**config.mk**
```make
export PLATFORM = sky130hd
export DESIGN_NAME = vga_digit_glyph_flat
export DESIGN_NICKNAME = d
export VERILOG_FILES = /design/src/rtl/vga_glyph_pkg.sv /design/src/rtl/vga_digit_glyph_if.sv /design/src/rtl/glyph_segment_hit.sv /design/src/rtl/vga_digit_glyph.sv /design/src/flat_wrapper.sv
export SDC_FILE = /design/constraint.sdc
export NUM_CORES = 1
export LEC_CHECK = 0
export CAP_MARGIN = 40
export CORE_UTILIZATION = 33
export CTS_CLUSTER_DIAMETER = 200
export CTS_CLUSTER_SIZE = 30
export DETAILED_ROUTE_END_ITERATION = 12
export GPL_TIMING_DRIVEN = 0
export PLACE_DENSITY = 0.54
export REMOVE_ABC_BUFFERS = 1
export SYNTH_ARGS = -nofsm -noshare
export SYNTH_HDL_FRONTEND = slang
export SYNTH_SLANG_ARGS = --single-unit
```
**constraint.sdc**
```tcl
create_clock -name CLK_VGA -period 2.57 [get_ports CLK_VGA]
set_input_delay 0.3855 -clock CLK_VGA [delete_from_list [all_inputs] [get_ports CLK_VGA]]
set_output_delay 0.3855 -clock CLK_VGA [all_outputs]
set_load 0.1 [all_outputs]
```
**src/rtl/vga_glyph_pkg.sv**
```systemverilog
// Shared types and segment encoding for the seven-segment glyph overlay.
// Segment bit i of a mask corresponds to segment index SEG_A..SEG_G.
package vga_glyph_pkg;

    typedef logic [11:0] coord_t;
    typedef logic [3:0]  digit_t;
    typedef logic [6:0]  seg_mask_t;

    localparam int unsigned SEG_A = 0;
    localparam int unsigned SEG_B = 1;
    localparam int unsigned SEG_C = 2;
    localparam int unsigned SEG_D = 3;
    localparam int unsigned SEG_E = 4;
    localparam int unsigned SEG_F = 5;
    localparam int unsigned SEG_G = 6;

    localparam digit_t DIGIT_BLANK = 4'hF;

    // Bit order of each literal is {g, f, e, d, c, b, a}.
    function automatic seg_mask_t digit_to_seg(input digit_t digit);
        seg_mask_t mask;
        case (digit)
            4'd0:    mask = 7'b0111111;
            4'd1:    mask = 7'b0000110;
            4'd2:    mask = 7'b1011011;
            4'd3:    mask = 7'b1001111;
            4'd4:    mask = 7'b1100110;
            4'd5:    mask = 7'b1101101;
            4'd6:    mask = 7'b1111101;
            4'd7:    mask = 7'b0000111;
            4'd8:    mask = 7'b1111111;
            4'd9:    mask = 7'b1101111;
            default: mask = 7'b0000000;
        endcase
        return mask;
    endfunction

endpackage

```
**src/rtl/vga_digit_glyph_if.sv**
```systemverilog
// Configuration channel for the digit glyph: valid/ready with position, digit and blink.
interface vga_digit_glyph_if;
    import vga_glyph_pkg::*;

    logic   cfg_valid;
    logic   cfg_ready;
    coord_t cfg_x;
    coord_t cfg_y;
    digit_t cfg_digit;
    logic   cfg_blink;

    modport master (
        output cfg_valid, cfg_x, cfg_y, cfg_digit, cfg_blink,
        input  cfg_ready
    );

    modport slave (
        input  cfg_valid, cfg_x, cfg_y, cfg_digit, cfg_blink,
        output cfg_ready
    );

endinterface

```
**src/rtl/glyph_segment_hit.sv**
```systemverilog
// Combinational hit test of one pixel against the seven stroke rectangles of a glyph box.
// All arithmetic is 13 bits wide so boxes near the 4095 edge clip instead of wrapping.
module glyph_segment_hit
    import vga_glyph_pkg::*;
#(
    parameter int unsigned HORI_LEN = 20,
    parameter int unsigned VERT_LEN = 40,
    parameter int unsigned THICK    = 1
) (
    input  coord_t    i_horz,
    input  coord_t    i_vert,
    input  coord_t    i_x0,
    input  coord_t    i_y0,
    output seg_mask_t o_hits
);

    localparam logic [12:0] HL      = 13'(HORI_LEN);
    localparam logic [12:0] VL      = 13'(VERT_LEN);
    localparam logic [12:0] VL_HALF = 13'(VERT_LEN / 2);
    localparam logic [12:0] THK_M1  = 13'(THICK - 1);

    logic [12:0] w_h, w_v, w_x0, w_y0, w_x1, w_ymid, w_y1;
    logic        w_hspan, w_upper, w_lower, w_col_l, w_col_r;

    function automatic logic in_band(input logic [12:0] p, input logic [12:0] start);
        return (p >= start) && (p <= start + THK_M1);
    endfunction

    assign w_h    = {1'b0, i_horz};
    assign w_v    = {1'b0, i_vert};
    assign w_x0   = {1'b0, i_x0};
    assign w_y0   = {1'b0, i_y0};
    assign w_x1   = w_x0 + HL;
    assign w_ymid = w_y0 + VL_HALF;
    assign w_y1   = w_y0 + VL;

    // Horizontal strokes exclude the corner columns; vertical strokes exclude the stroke rows.
    assign w_hspan = (w_h > w_x0) && (w_h < w_x1);
    assign w_upper = (w_v > w_y0) && (w_v < w_ymid);
    assign w_lower = (w_v > w_ymid) && (w_v < w_y1);
    assign w_col_l = in_band(w_h, w_x0);
    assign w_col_r = in_band(w_h, w_x1);

    always_comb begin
        o_hits        = '0;
        o_hits[SEG_A] = in_band(w_v, w_y0) && w_hspan;
        o_hits[SEG_G] = in_band(w_v, w_ymid) && w_hspan;
        o_hits[SEG_D] = in_band(w_v, w_y1) && w_hspan;
        o_hits[SEG_F] = w_col_l && w_upper;
        o_hits[SEG_E] = w_col_l && w_lower;
        o_hits[SEG_B] = w_col_r && w_upper;
        o_hits[SEG_C] = w_col_r && w_lower;
    end

endmodule

```
**src/rtl/vga_digit_glyph.sv**
```systemverilog
// Seven-segment digit overlay: frame-synchronous configuration update, shared blink
// phase, and a two-stage registered pixel output.
module vga_digit_glyph
    import vga_glyph_pkg::*;
#(
    parameter int unsigned DEF_X        = 85,
    parameter int unsigned DEF_Y        = 150,
    parameter int unsigned HORI_LEN     = 20,
    parameter int unsigned VERT_LEN     = 40,
    parameter int unsigned THICK        = 1,
    parameter int unsigned BLINK_FRAMES = 30
) (
    input  logic             CLK_VGA,
    input  logic             RST_N,
    input  coord_t           VGA_horzCoord,
    input  coord_t           VGA_vertCoord,
    vga_digit_glyph_if.slave cfg,
    output logic             OUTPUT
);

    localparam int unsigned CNT_W = (BLINK_FRAMES > 1) ? $clog2(BLINK_FRAMES) : 1;
    localparam logic [CNT_W-1:0] CNT_LAST = CNT_W'(BLINK_FRAMES - 1);

    coord_t           r_act_x, r_act_y, r_sh_x, r_sh_y;
    digit_t           r_act_digit, r_sh_digit;
    logic             r_act_blink, r_sh_blink;
    logic             r_pending;
    logic [CNT_W-1:0] r_frame_cnt;
    logic             r_phase;
    seg_mask_t        r_hits;
    logic             r_blank;

    seg_mask_t w_hits;
    logic      w_frame_start;
    logic      w_accept;

    assign w_frame_start = (VGA_horzCoord == '0) && (VGA_vertCoord == '0);
    assign w_accept      = cfg.cfg_valid && !r_pending;
    assign cfg.cfg_ready = ~r_pending;

    glyph_segment_hit #(
        .HORI_LEN (HORI_LEN),
        .VERT_LEN (VERT_LEN),
        .THICK    (THICK)
    ) u_hit (
        .i_horz (VGA_horzCoord),
        .i_vert (VGA_vertCoord),
        .i_x0   (r_act_x),
        .i_y0   (r_act_y),
        .o_hits (w_hits)
    );

    // Shadow loads on accept; active copies the shadow only on the frame-start edge.
    always_ff @(posedge CLK_VGA or negedge RST_N) begin
        if (!RST_N) begin
            r_act_x     <= 12'(DEF_X);
            r_act_y     <= 12'(DEF_Y);
            r_act_digit <= DIGIT_BLANK;
            r_act_blink <= 1'b0;
            r_sh_x      <= 12'(DEF_X);
            r_sh_y      <= 12'(DEF_Y);
            r_sh_digit  <= DIGIT_BLANK;
            r_sh_blink  <= 1'b0;
            r_pending   <= 1'b0;
        end else begin
            if (w_frame_start && r_pending) begin
                r_act_x     <= r_sh_x;
                r_act_y     <= r_sh_y;
                r_act_digit <= r_sh_digit;
                r_act_blink <= r_sh_blink;
            end
            if (w_accept) begin
                r_sh_x     <= cfg.cfg_x;
                r_sh_y     <= cfg.cfg_y;
                r_sh_digit <= cfg.cfg_digit;
                r_sh_blink <= cfg.cfg_blink;
            end
            r_pending <= w_accept | (r_pending & ~w_frame_start);
        end
    end

    always_ff @(posedge CLK_VGA or negedge RST_N) begin
        if (!RST_N) begin
            r_frame_cnt <= '0;
            r_phase     <= 1'b0;
        end else if (w_frame_start) begin
            if (r_frame_cnt == CNT_LAST) begin
                r_frame_cnt <= '0;
                r_phase     <= ~r_phase;
            end else begin
                r_frame_cnt <= r_frame_cnt + CNT_W'(1);
            end
        end
    end

    // Mask and blank are captured with the hits so each pixel sees one consistent config.
    always_ff @(posedge CLK_VGA or negedge RST_N) begin
        if (!RST_N) begin
            r_hits  <= '0;
            r_blank <= 1'b0;
            OUTPUT  <= 1'b0;
        end else begin
            r_hits  <= w_hits & digit_to_seg(r_act_digit);
            r_blank <= r_act_blink & r_phase;
            OUTPUT  <= (|r_hits) & ~r_blank;
        end
    end

endmodule
```
**src/flat_wrapper.sv**
```systemverilog
// flat-port wrapper written by rule: the top's interface ports become plain ports
module vga_digit_glyph_flat import vga_glyph_pkg::*;
#(
    parameter int unsigned DEF_X        = 85,
    parameter int unsigned DEF_Y        = 150,
    parameter int unsigned HORI_LEN     = 20,
    parameter int unsigned VERT_LEN     = 40,
    parameter int unsigned THICK        = 1,
    parameter int unsigned BLINK_FRAMES = 30
)
  (CLK_VGA, RST_N, VGA_horzCoord, VGA_vertCoord, OUTPUT, cfg_cfg_valid, cfg_cfg_x, cfg_cfg_y, cfg_cfg_digit, cfg_cfg_blink, cfg_cfg_ready);
  vga_digit_glyph_if cfg_i ();
  input  logic CLK_VGA;
  input  logic RST_N;
  input  coord_t VGA_horzCoord;
  input  coord_t VGA_vertCoord;
  output logic OUTPUT;
  input wire logic [$bits(cfg_i.cfg_valid)-1:0] cfg_cfg_valid;
  input wire logic [$bits(cfg_i.cfg_x)-1:0] cfg_cfg_x;
  input wire logic [$bits(cfg_i.cfg_y)-1:0] cfg_cfg_y;
  input wire logic [$bits(cfg_i.cfg_digit)-1:0] cfg_cfg_digit;
  input wire logic [$bits(cfg_i.cfg_blink)-1:0] cfg_cfg_blink;
  output wire logic [$bits(cfg_i.cfg_ready)-1:0] cfg_cfg_ready;
  assign cfg_i.cfg_valid = cfg_cfg_valid;
  assign cfg_i.cfg_x = cfg_cfg_x;
  assign cfg_i.cfg_y = cfg_cfg_y;
  assign cfg_i.cfg_digit = cfg_cfg_digit;
  assign cfg_i.cfg_blink = cfg_cfg_blink;
  assign cfg_cfg_ready = cfg_i.cfg_ready;
  vga_digit_glyph #(.DEF_X(DEF_X), .DEF_Y(DEF_Y), .HORI_LEN(HORI_LEN), .VERT_LEN(VERT_LEN), .THICK(THICK), .BLINK_FRAMES(BLINK_FRAMES)) u_core (.CLK_VGA(CLK_VGA), .RST_N(RST_N), .VGA_horzCoord(VGA_horzCoord), .VGA_vertCoord(VGA_vertCoord), .cfg(cfg_i), .OUTPUT(OUTPUT));
endmodule
```
==> flow_summary.toml, run 1 <==
[clock_network]
clock_path_buffers = 2
postCtsHoldBufs = 0
ctsHtreeMaxLevel = 3
clk_latency_ns = 0.34
cts_sinks = 74
cts_buffers = 9
clk_pin_slew_ns = 0.06
clockRootBuffer = "clkbuf_16"
tritoncts = "built"

[run]
drv_cap = 0

[detailed_routing]
vias = 3654
wl_um = 10980
vias_per_cell = 5.061
drt-wirelength-per-cell_um = 15.20
first_pass_iters = 4
route.antenna.remaining_nets = 0
drtIter0Drc = 122
drcViolationCount = 0

[worst_setup_path]
end_kind = "register"
cp.arrival_ns = 2.84
endpoint = "u_core.r_hits[2]$_DFF_PN0_"
r2r-start = "u_core.r_act_y[4]$_DFFE_PN1P_"
critPathLaunchType = "register"
critPathMaxFanout = 3
startpoint = "u_core.r_act_y[4]$_DFFE_PN1P_"
r2r_end = "u_core.r_hits[2]$_DFF_PN0_"
r2r_slack_ns = -0.03
crit_required_ns = 2.81
r2r_cells = 10
critPathKind = "reg2reg"

[synth]
syn_area_mm2 = 0.004745
seq_area_frac_synth = 0.3966
yosysUniqueCellTypes = 52
synth-main-ff-cell = "dfrtp_1"
synth_edf_count = 0
async_flop_share = 1.000
syn_avg_cell_area_um2 = 10.23
synth-warning-count = 0
synthCells = 464
synth-seq-cells = 74

[sta]
maxSlewHeadroom = 0.5355
tns_ns = -0.05860
fin_crit_ns = 2.599
setup_viol = 3
final_max_slew_viol_count = 0
finalHoldViolations = 10
rsz0062_at_grt = "true"
clock_skew_ns = 0.006104
hold_slack_ns = -0.006380
worst_slack_ns = -0.02881
clock.fmax_ghz = 0.3848
tightest_slew_ns = 0.6904
post-route-period-util = 1.011

[placement]
port_buffers = 57
pre_cts_ws_ns = -0.4204
gp_congestion = 0.8625
place_hpwl_um = 8511

[floorplan]
start_util = 0.3405
die_w_um = 121.9
row_count = 43
ios = 58
die_h_um = 121.9
die-area_mm2 = 0.01486
core_area_mm2 = 0.01393

[power_and_ir_drop]
cellLeakagePower_nw = 2.669
ir_worst_vdd_mv = 0.3049
power_density_mw_per_mm2 = 464.6

[grt]
grt_pass1_wl_um = 18310
grt_antenna_before_repair = 0
globalRouteOverflowTotal = 0
grt_start_max_net_pins = 44
gr-usage-all-layers = 0.1605
grt_pass1_vias = 3582

[final_layout]
layout-drive-gt1-share = 0.2103
diodes = 0
synthToLayoutAreaGrowth_pct = 29.38
ff_latch_area_mm2 = 0.001883
mostFrequentLayoutCell = "ha_1"
final_util = 0.4405
fill_cells = 1322
layout_common_cells = "ha_1, clkdlybuf4s50_1, dfrtp_1"
final_nets = 658
multi_input_area_mm2 = 0.002830

[outcome]
status = "finished, violations left"
violations = "hold timing, setup timing"

[min_path]
hp-class = "in2async"
## kinds of logic after synthesis
| logic type | synth area share |
|---|---|
| AO/OA/AOI/OAI | 0.1253 |
| XOR/XNOR | 0.04615 |
| adder cells (fa/ha/maj) | 0.1714 |
| buffers and inverters | 0.03797 |
| flip-flops | 0.3966 |
| multiplexers | 0.08729 |
| AND/OR/NAND/NOR | 0.1353 |
## worst max-delay path, cell delays in order (launching register included)
cell,delay (ns)
dfstp_2,0.53
inv_1,0.07
ha_2,0.19
a21oi_4,0.21
nor2_2,0.08
xnor2_1,0.14
ha_1,0.29
nand4_1,0.13
a211o_1,0.30
a221o_1,0.35
nor4_1,0.22
## stage by stage
stage	cells	power, mW	instance area (um^2)
6_report	722	2.852	6138
3_5_place_dp	697	1.550	5617
2_1_floorplan	454	1.384	4688
4_1_cts	715	2.887	6000
5_1_grt	722	2.977	6138
3_3_place_gp	691	1.535	5484
## power breakdown
| part | leakage [nW] | internal (mW) | switching, mW |
|---|---|---|---|
| sequential | 0.834 | 1.24 | 0.0259 |
| combinational | 1.68 | 0.160 | 0.115 |
| clock | 0.153 | 0.831 | 0.484 |
## per-layer routing
metal / global-route usage / part of all wire / up-vias
li1: - / - / 1839
met3: 0.03277 / 0.038 / 9
met5: 0 / 0 / -
met4: 0.05556 / 0.012 / 0
met1: 0.2250 / 0.49 / 1755
met2: 0.2440 / 0.46 / 51
## synthesized netlist by cell type (2+ instances only)
cell       number  share of area
a2111oi_0       2         0.0037
a211oi_1        3         0.0047
a21boi_0        2         0.0032
a21o_1          9          0.014
a21oi_1        20          0.021
a221oi_1        2         0.0037
and3_1          2         0.0026
buf_4           2         0.0032
clkbuf_1        3         0.0024
clkbuf_2        2         0.0021
dfrtp_1        50           0.26
dfstp_2        24           0.13
ha_1           65           0.17
inv_1          33          0.026
mux2_2         34          0.081
mux2i_1         2         0.0042
nand2_1        33          0.026
nand2b_1        2         0.0026
nand3_1        12          0.013
nand3b_1        2         0.0032
nand4_1        13          0.017
nor2_1         22          0.017
nor2b_1         6         0.0079
nor3_1         12          0.013
nor4_1         14          0.018
o2111ai_1       5         0.0092
o21ai_0        36          0.038
o21bai_1        3         0.0047
o22ai_1         3         0.0040
xnor2_1        22          0.041
xor2_1          3         0.0055
## registers in the layout (all words and copies together) (netlist names)
register            flops
u_core.r_act_x         12
u_core.r_hits           7
u_core.r_sh_x          12
u_core.r_act_digit      4
u_core.r_phase          1
u_core.r_pending        1
u_core.r_sh_y          12
u_core.r_act_y         12
u_core.r_blank          1
u_core.r_act_blink      1
u_core.r_frame_cnt      5
u_core.r_sh_digit       4
u_core.OUTPUT           1
u_core.r_sh_blink       1
## repair_timing
action,in CTS,in global routing
resized for setup,13,17
endpoints found under the setup margin,9,7
pin swaps,7,9
buffers inserted,2,7
## layout make-up
type / instances / share of cell area
multi-input combinational: 347 / 0.4611
clock buffer: 14 / 0.04464
tap: 180 / 0.03669
timing repair buffer: 72 / 0.1249
sequential: 74 / 0.3068
clock inverter: 2 / 0.005707
inverter: 33 / 0.02018
## worst min-delay path by stage
| stage | start | end | slack [ns] | depth (start not counted) |
|---|---|---|---|---|
| floorplan | RST_N | u_core.OUTPUT$_DFF_PN0_ | 0.09 | 0 |
| global placement | u_core.r_blank$_DFF_PN0_ | u_core.OUTPUT$_DFF_PN0_ | 0.42 | 1 |
| detailed placement | RST_N | u_core.r_sh_x[11]$_DFFE_PN0P_ | 0.37 | 1 |
| CTS | RST_N | u_core.r_sh_x[11]$_DFFE_PN0P_ | 0.006 | 1 |
| global route | RST_N | u_core.r_sh_x[11]$_DFFE_PN0P_ | 0.02 | 1 |
| finish | RST_N | u_core.r_sh_x[10]$_DFFE_PN0P_ | -0.006 | 1 |
Note: power is estimated with default switching activity, not from simulation.
==> run 2, diff against run 1 <==
- CORE_MARGIN: unset -> 8
==> flow_summary.toml, run 2 (same netlist as run 1, synthesis figures left out) <==
[outcome]
status = "finished, violations left"
violations = "hold timing, setup timing"

[clock_network]
clk_latency_ns = 0.33
clk_pin_slew_ns = 0.06
cts_buffers = 9
cts_sinks = 74
ctsHtreeMaxLevel = 3
clockRootBuffer = "clkbuf_16"
clock_path_buffers = 2
postCtsHoldBufs = 0
tritoncts = "built"

[worst_setup_path]
critPathSlowestCell = "or4_4"
critPathMaxFanout = 3
critPathKind = "reg2reg"
r2r_slack_ns = -0.01
crit_top_cell = "nand3_2"
worst-path-stages = 12
crit_required_ns = 2.77
r2r_cells = 12
cp.arrival_ns = 2.79
max_stage_delay_ns = 0.57
cp_cell_sequence = "inv_2 -> ha_4 -> a21oi_4 -> nor2_2 -> nand3_2 -> xnor2_1 -> ha_1 -> nand3_2 -> or4_4 -> buf_6 -> o2111ai_2 -> nor4_1"
end_kind = "register"
critPathLaunchType = "register"
cp.buffers_inverters = 2
cp_top_family = "simple AND/OR/NAND/NOR gates"

[detailed_routing]
vias_per_cell = 5.025
first_pass_iters = 4
drtIter0Drc = 188
route.antenna.remaining_nets = 0
drt-wirelength-per-cell_um = 15.81
drcViolationCount = 0
wl_um = 11530
vias = 3663

[sta]
hold_slack_ns = -0.006264
setup_viol = 2
finalHoldViolations = 8
post-route-period-util = 1.005
maxSlewHeadroom = 0.3252
rsz0062_at_grt = "true"
worst_slack_ns = -0.01397
final_max_slew_viol_count = 0
tightest_slew_ns = 1.003
clock_skew_ns = 0.005432
clock.fmax_ghz = 0.3870
fin_crit_ns = 2.584

[power_and_ir_drop]
p_int_mw = 2.051
clkPwrFrac = 0.418
sw_frac_of_total = 0.2256
power_frac_comb = 0.105
p_sw_uw = 597.4
total_power_mw = 2.648
ir_worst_vdd_mv = 0.2869
cellLeakagePower_nw = 2.665
power_density_mw_per_mm2 = 429.9
seqPwrFrac = 0.477

[final_layout]
ff_latch_area_mm2 = 0.001883
final_nets = 661
diodes = 0
layout_common_cells = "ha_1, clkdlybuf4s50_1, dfrtp_1"
layout-drive-gt1-share = 0.2183
mostFrequentLayoutCell = "ha_1"
multi_input_area_mm2 = 0.002873
synthToLayoutAreaGrowth_pct = 29.83
fill_cells = 1379

[placement]
gp_congestion = 0.8492
place_hpwl_um = 9022
port_buffers = 57

[grt]
grt_antenna_before_repair = 0
globalRouteOverflowTotal = 0
grt_start_max_net_pins = 44
grt_pass1_vias = 3829
grt_pass1_wl_um = 19130
gr-usage-all-layers = 0.1297

[floorplan]
die_h_um = 135.9
core_area_mm2 = 0.01431
row_count = 44
ios = 58
die-area_mm2 = 0.01847
die_w_um = 135.9
start_util = 0.3315

[min_path]
hp-class = "in2async"

[run]
drv_cap = 0
==> run 2: cell count changes in the layout (fill, tap and decap cells not counted), sizes merged <==
cell,delta
clkbuf,+1
bufinv,-1
buf,+3
==> run 2: metal layers <==
| layer | global-route usage | up-vias | wire length, um |
|---|---|---|---|
| met5 | 0 | - | 0 |
| met4 | 0.05369 | 0 | 210 |
| met3 | 0.01959 | 16 | 365 |
| met2 | 0.2042 | 61 | 5420 |
| met1 | 0.1741 | 1742 | 5534 |
| li1 | - | 1844 | - |
==> run 2: per-stage QoR <==
| stage | TNS (ns) | instance area, um^2 | std cells | utilization | worst slack [ns] |
|---|---|---|---|---|---|
| 6_report | -0.02058 | 6160 | 729 | 0.4303 | -0.01397 |
| 5_1_grt | -0.3773 | 6160 | 729 | 0.4303 | -0.1447 |
| 4_1_cts | -0.02712 | 6000 | 723 | 0.4191 | -0.02712 |
| 3_5_place_dp | -8.359 | 5622 | 701 | 0.3927 | -0.4368 |
| 3_3_place_gp | -152.83 | 5489 | 695 | 0.3835 | -1.492 |
| 2_1_floorplan | -0.07563 | 4688 | 454 | - | -0.03216 |
==> run 2: power groups by stage <==
stage,Combinational (mW),Sequential (mW),Clock [mW]
finish,0.278,1.26,1.11
global route,0.308,1.27,1.18
CTS,0.276,1.26,1.14
detailed placement,0.269,1.28,0
global placement,0.255,1.28,0
floorplan,0.112,1.27,0
==> run 2: path summary, 6_finish.rpt <==
kind                                                from                             to
min reg2reg                     u_core.r_blank$_DFF_PN0_        u_core.OUTPUT$_DFF_PN0_
max in group asynchronous                          RST_N   u_core.r_sh_y[4]$_DFFE_PN1P_
min                                                RST_N  u_core.r_sh_x[11]$_DFFE_PN0P_
max reg2reg                u_core.r_act_y[4]$_DFFE_PN1P_     u_core.r_hits[4]$_DFF_PN0_
max                        u_core.r_act_y[4]$_DFFE_PN1P_     u_core.r_hits[4]$_DFF_PN0_
min in group CLK_VGA            u_core.r_blank$_DFF_PN0_        u_core.OUTPUT$_DFF_PN0_
==> run 2: final cells by class <==
type	count	area share
clock buffers	15	0.04022
clock inverters	1	0.0008125
inverters	33	0.02011
multi-input cells	347	0.4664
flip-flops and latches	74	0.3057
well taps	184	0.03738
repair buffers	75	0.1294
==> run 2: what timing repair did <==
action                     in CTS  in global routing
gates resized for setup        16                 24
buffers inserted                6                  6
pin swaps                      11                 22
setup endpoints to repair       8                  9
==> run 3, diff against run 2 <==
- DONT_BUFFER_PORTS: unset -> 1
- PLACE_DENSITY: 0.54 -> 0.48
- SLEW_MARGIN: unset -> 20
==> flow_summary.toml, run 3 (same netlist as run 1, synthesis figures left out) <==
[floorplan]
start_util = 0.3315
die_h_um = 135.9
die_w_um = 135.9
core_area_mm2 = 0.01431
ios = 58
die-area_mm2 = 0.01847
row_count = 44

[worst_setup_path]
critPathLaunchType = "register"
end_kind = "register"
critPathSlowestCell = "dfstp_2"
cp_top_family = "compound AO/OA/AOI/OAI gates"
crit_required_ns = 2.81
critPathKind = "reg2reg"
critPathMaxFanout = 3
cp.buffers_inverters = 3
cp_cell_sequence = "inv_2 -> ha_4 -> a21oi_4 -> buf_6 -> nor3_2 -> xnor2_1 -> ha_1 -> buf_6 -> a21oi_4 -> nor3b_4 -> a221o_1 -> nor4_2"
max_stage_delay_ns = 0.54
cp.arrival_ns = 2.84
r2r_slack_ns = -0.03

[sta]
setup_viol = 1
rsz0062_at_grt = "true"
maxSlewHeadroom = 0.3629
fin_crit_ns = 2.601
hold_slack_ns = 0.1891
post-route-period-util = 1.012
clock.fmax_ghz = 0.3845
clock_skew_ns = 0.006308
final_max_slew_viol_count = 0
worst_slack_ns = -0.03081
tns_ns = -0.03081
finalHoldViolations = 0
tightest_slew_ns = 0.9469

[final_layout]
stdcell_area_mm2 = 0.005580
layout_common_cells = "ha_1, dfrtp_1, o21ai_0"
fill_cells = 1445
final_util = 0.3899
synthToLayoutAreaGrowth_pct = 17.62
fin_cells = 668
diodes = 0
final_nets = 600
ff_latch_area_mm2 = 0.001883
mostFrequentLayoutCell = "ha_1"
multi_input_area_mm2 = 0.002864
layout-drive-gt1-share = 0.2397

[power_and_ir_drop]
ir_worst_vdd_mv = 0.2205
total_power_mw = 2.674
power_density_mw_per_mm2 = 479.2
cellLeakagePower_nw = 2.431

[placement]
pre_cts_ws_ns = -0.4156
placed_cells = 643
place_hpwl_um = 8817
placed_cell_area_mm2 = 0.005012
port_buffers = 0
gp_congestion = 0.8130

[outcome]
status = "finished, violations left"
violations = "setup timing"

[clock_network]
clock_path_buffers = 2
ctsHtreeMaxLevel = 3
cts_sinks = 74
cts_buffers = 9
clk_pin_slew_ns = 0.06
tritoncts = "built"
clockRootBuffer = "clkbuf_16"
clk_latency_ns = 0.34

[detailed_routing]
drtIter0Drc = 156
first_pass_iters = 4
route.antenna.remaining_nets = 0
drt-wirelength-per-cell_um = 17.46
vias_per_cell = 5.244
wl_um = 11660
drcViolationCount = 0
vias = 3503

[grt]
grt_antenna_before_repair = 0
grt_pass1_wl_um = 19210
grt_start_max_net_pins = 75
gr-usage-all-layers = 0.1325
grt_pass1_vias = 3630
globalRouteOverflowTotal = 0

[min_path]
hp-class = "in2reg"

[run]
drv_cap = 0
==> run 3: final cells by class <==
type | instances | share of cell area
Multi-Input combinational cell | 347 | 0.5132
Sequential cell | 74 | 0.3374
Inverter | 33 | 0.02220
Tap cell | 184 | 0.04126
Clock inverter | 4 | 0.004484
Clock buffer | 12 | 0.04776
Timing Repair Buffer | 14 | 0.03363
==> run 3: power by group <==
group / leakage (nW) / internal (mW) / total (mW) / switching (mW)
logic: 1.46 / 0.0898 / 0.176 / 0.0858
clock network: 0.141 / 0.730 / 1.24 / 0.507
registers: 0.834 / 1.24 / 1.26 / 0.0265
==> run 3: what timing repair did <==
| action | 4_1_cts | 5_1_grt |
|---|---|---|
| endpoints found under the hold margin | 74 | 0 |
| hold buffers | 2 | 0 |
| pin swaps | 8 | 9 |
| endpoints found under the setup margin | 6 | 7 |
| setup buffers | 4 | 3 |
| resized for setup | 22 | 15 |
==> run 3: worst paths after layout <==
kind	end	startpoint	cells after the start
max in group asynchronous	u_core.r_act_digit[1]$_DFFE_PN1P_	RST_N	2
min reg2reg	u_core.OUTPUT$_DFF_PN0_	u_core.r_blank$_DFF_PN0_	1
min	u_core.r_pending$_DFF_PN0_	cfg_cfg_valid	2
max	u_core.r_hits[4]$_DFF_PN0_	u_core.r_act_y[4]$_DFFE_PN1P_	12
max reg2reg	u_core.r_hits[4]$_DFF_PN0_	u_core.r_act_y[4]$_DFFE_PN1P_	12
min in group asynchronous	u_core.r_act_x[11]$_DFFE_PN0P_	RST_N	2
==> run 3: per-layer routing <==
metal  track usage  wire (um)  vias up
met3       0.04361        606       12
met2        0.1996       5296       53
met4       0.04637        191        0
li1              -          -     1724
met5             0          0        -
met1        0.1739       5569     1714
